File: src/rtl/demux4_reg_pkg.sv
// Shared constants and channel state encoding for the registered 1x4 demultiplexer.
package demux4_reg_pkg;

  localparam int LARGURA_PADRAO = 32;
  localparam int NUM_CANAIS     = 4;

  typedef enum logic {
    VAZIO = 1'b0,
    CHEIO = 1'b1
  } estado_canal_t;

endpackage

File: src/rtl/demux4_reg_canal.sv
// One-entry holding register for a single demux channel: load on carrega, drain on pronta.
module demux_canal
  import demux4_reg_pkg::*;
#(
  parameter int LARGURA = LARGURA_PADRAO
) (
  input  logic               clk,
  input  logic               rst_n,
  input  logic               carrega,
  input  logic [LARGURA-1:0] dado,
  input  logic               pronta,
  output logic               valida,
  output logic [LARGURA-1:0] saida,
  output logic               cheio
);

  estado_canal_t        r_estado;
  logic [LARGURA-1:0]   r_dado;

  // A load in the same cycle as a drain keeps the channel full with the new word.
  always_ff @(posedge clk or negedge rst_n) begin
    if (!rst_n) begin
      r_estado <= VAZIO;
      r_dado   <= '0;
    end else begin
      if (carrega) begin
        r_estado <= CHEIO;
        r_dado   <= dado;
      end else if ((r_estado == CHEIO) && pronta) begin
        r_estado <= VAZIO;
      end
    end
  end

  assign valida = (r_estado == CHEIO);
  assign cheio  = (r_estado == CHEIO);
  assign saida  = r_dado;

endmodule

File: src/rtl/demux4_reg.sv
// Registered 1x4 demultiplexer: routes one valid/ready stream to four one-entry channels.
module demux4_reg
  import demux4_reg_pkg::*;
#(
  parameter int LARGURA = LARGURA_PADRAO
) (
  input  logic                  clk,
  input  logic                  rst_n,
  input  logic [LARGURA-1:0]    entrada,
  input  logic [1:0]            sel,
  input  logic                  entr_valida,
  output logic                  entr_pronta,
  output logic [LARGURA-1:0]    saida0,
  output logic [LARGURA-1:0]    saida1,
  output logic [LARGURA-1:0]    saida2,
  output logic [LARGURA-1:0]    saida3,
  output logic [NUM_CANAIS-1:0] saida_valida,
  input  logic [NUM_CANAIS-1:0] saida_pronta
);

  logic [NUM_CANAIS-1:0] w_cheio;
  logic                  w_aceita;
  logic [LARGURA-1:0]    w_saida [NUM_CANAIS];

  // The target accepts when empty or when its consumer drains it this same cycle.
  assign entr_pronta = !w_cheio[sel] || saida_pronta[sel];
  assign w_aceita    = entr_valida && entr_pronta;

  for (genvar n = 0; n < NUM_CANAIS; n++) begin : g_canal
    localparam logic [1:0] CANAL = 2'(n);

    demux_canal #(
      .LARGURA (LARGURA)
    ) u_canal (
      .clk     (clk),
      .rst_n   (rst_n),
      .carrega (w_aceita && (sel == CANAL)),
      .dado    (entrada),
      .pronta  (saida_pronta[n]),
      .valida  (saida_valida[n]),
      .saida   (w_saida[n]),
      .cheio   (w_cheio[n])
    );
  end

  assign saida0 = w_saida[0];
  assign saida1 = w_saida[1];
  assign saida2 = w_saida[2];
  assign saida3 = w_saida[3];

endmodule

File: config.mk
export PLATFORM = sky130hd
export DESIGN_NAME = demux4_reg
export DESIGN_NICKNAME = d
export VERILOG_FILES = /design/src/rtl/demux4_reg_pkg.sv /design/src/rtl/demux4_reg_canal.sv /design/src/rtl/demux4_reg.sv
export SDC_FILE = /design/constraint.sdc
export NUM_CORES = 1
export LEC_CHECK = 0
export CAP_MARGIN = 40
export CORE_AREA = 4 4 145 147
export DETAILED_ROUTE_END_ITERATION = 7
export DIE_AREA = 0 0 149 151
export SLEW_MARGIN = 20
export SYNTH_ARGS = -nofsm -noshare
export SYNTH_HDL_FRONTEND = slang
export SYNTH_HIERARCHICAL = 1
export SYNTH_SLANG_ARGS = --single-unit
File: constraint.sdc
create_clock -name clk -period 2.9 [get_ports clk]
set_input_delay 0.29 -clock clk [delete_from_list [all_inputs] [get_ports clk]]
set_output_delay 0.29 -clock clk [all_outputs]
set_load 0.02 [all_outputs]
==> results_dict.tcl <==
set metrics [dict create \
    status "finished clean" \
    antennaDiodeCount 0 \
    rr_startpoint "g_canal[2].u_canal/cheio" \
    dp.cells 728 \
    worst-setup-path-type "input port to output port" \
    ioPinCount 174 \
    drc 0 \
    die_height_um 151 \
    r2r-end "g_canal[2].u_canal/saida[10]" \
    die_x_um 149 \
    cts_resized 0 \
    grt_pass1_wl_mm 21.0 \
    ctsLongestPathBuffers 2 \
    cts_tree "yes" \
    dpl.hpwl_mm 9.07 \
    layout-drive-gt1-share_pct 35.1 \
    tightest_slew_ns 0.498 \
    synthDistinctLibCells 14 \
    regArea_mm2 0.00330 \
    clkSlewWorstSetupHoldPaths_ns 0.05 \
    synth_nets 338 \
    die_area_mm2 0.0225 \
    skew_ns 0.00809 \
    drt_pass1_iterations 4 \
    postCtsHoldBufs 1 \
    ys_seq_elements 132 \
    cp_data_required_time_ns 2.61 \
    ff2ff_path_depth 4 \
    rsz0062_at_grt "false" \
    max_cap_violations 0 \
    drt_iter0_drc 66 \
    cts_setup_buffers 0 \
    num-fill-cells 1837 \
    start_util_pct 28.3 \
    cp_max_fo 5 \
    clkSinkCount 132 \
    yosysSeqAreaShare_pct 58.5 \
    power_density_mw_per_mm2 825 \
    ir_drop_mv 0.341 \
    synth_warnings 6 \
    syn2layout_area_growth_pct 43.9 \
    cts-root-buf "clkbuf_16" \
    rows 52 \
    power_mw 6.69 \
    grt_max_degree 55 \
    ff2ff_setup_slack_ns 1.31 \
    crit_arrival_ns 1.96 \
    grt_pass1_vias 3619 \
    port_buffers 173 \
    core_mm2 0.0199 \
    wl_per_cell_um 17.8 \
    viasPerCell 4.18 \
    hp-class "input port to async pin" \
    cp-end-kind "output port" \
    syn-cell-area_mm2 0.00564 \
    slew_viol_final 0 \
    h-tree-depth 4 \
    hold_viol 0 \
    overflow 0 \
    finalWirelength_mm 13.6 \
    start_kind "input port" \
    gp_congestion 0.730 \
    num-nets-final 519 \
    gr-usage-all-layers_pct 12.1 \
    cts_buffers 17 \
    period_minus_slack_ns 2.25 \
    antenna_found_initial 0 \
    syn-instance-count 297 \
    slew_headroom_pct 66.8 \
    vias 3177 \
    ant_nets 0 \
    p_leak_nw 3.56 \
    setup_viol 0 \
    post-route-period-util_pct 77.7 \
    fin_cells 760 \
    fmax_mhz 444 \
    multi_input_area_mm2 0.00203 \
    clock_latency_ns 0.40 \
    finalSetupTns_ns 0 \
    synth.avg_cell_area_um2 19.0 \
]
[layer usage]
metal  global-route usage [%]  up-vias  part of all wire [%]
met1                     15.7     1638                    45
met5                        0        -                     0
met4                     3.84        0                   1.1
met3                     4.82       14                   8.1
li1                         -     1402                     -
met2                     18.8      123                    45
[cell families after synthesis]
kind of cell	Yosys count	share of synthesized area, %
compound gates	4	0.532
buf+inv	24	5.85
flops	132	58.5
mux	129	33.7
simple gates	8	1.40
[cells in the mapped netlist]
master,count,area [um2]
nand2b_4,2,27.5
buf_6,4,45.0
mux2_4,116,1740
nand2b_1,2,12.5
inv_1,4,15.0
mux4_2,1,22.5
and4_1,1,8.76
dfrtp_1,132,3300
mux2_2,12,135
buf_12,12,240
buf_4,4,30.0
nor4bb_1,1,10.0
and4b_1,2,20.0
a21o_1,4,30.0
[metrics by stage]
stage	util [%]	area [um2]	hold slack (ns)	worst slack [ns]
after floorplan	-	5640	-0.00559	1.46
after global placement	37.7	7510	0.271	0.644
after detailed placement	37.7	7510	0.280	0.661
after CTS	40.8	8120	0.409	0.641
after global routing	40.8	8120	0.455	0.596
final	40.8	8120	0.411	0.648
[worst max-delay path by stage]
stage               cells past startpoint  slack [ns]                     endpoint                      from
CTS                                     3        0.64                  entr_pronta                    sel[1]
finish                                  3        0.65                  entr_pronta                    sel[1]
global route                            3        0.60                  entr_pronta                    sel[1]
detailed placement                      3        0.66                  entr_pronta                    sel[1]
global placement                        3        0.64                  entr_pronta                    sel[1]
floorplan                               5        1.46  g_canal[0].u_canal/saida[0]  g_canal[0].u_canal/cheio
[report_power, final]
group / total (mW) / internal (mW) / switching, mW / leakage, nW
Sequential: 2.47 / 2.23 / 0.239 / 1.57
Clock: 2.17 / 1.39 / 0.776 / 0.286
Combinational: 2.06 / 1.18 / 0.883 / 1.70
[sequential cells by signal, summed over array words and instances, names as in the netlist]
| register | flops |
|---|---|
| g_canal.u_canal/cheio | 4 |
| g_canal.u_canal/saida | 128 |
[worst max-delay path, cell delays in order]
cell and delay (ns):
clkdlybuf4s50_1 0.59, mux4_2 0.53, clkdlybuf4s50_1 0.55
[cells in the final DEF, fill, tap and decap left out]
cell type	count
a21o_1	4
and4_2	1
and4b_2	2
buf_12	3
buf_4	5
buf_6	1
bufinv_16	3
clkbuf_1	3
clkbuf_16	17
clkbuf_8	2
clkdlybuf4s50_1	172
clkinv_2	3
clkinv_4	1
clkinvlp_4	2
dfrtp_1	132
dlygate4sd3_1	1
inv_1	4
mux2_2	12
mux2_4	116
mux4_2	1
nand2b_1	2
nand2b_4	2
nor4bb_4	1
[final cells by class]
type                    instances  area share (%)
clock buffers                  22            5.72
clock inverters                 9            1.59
multi-input cells             141            25.0
repair buffers                182            22.7
well taps                     270            4.16
flip-flops and latches        132            40.7
inverters                       4           0.185
No activity file was read; power rests on OpenSTA's default activity.
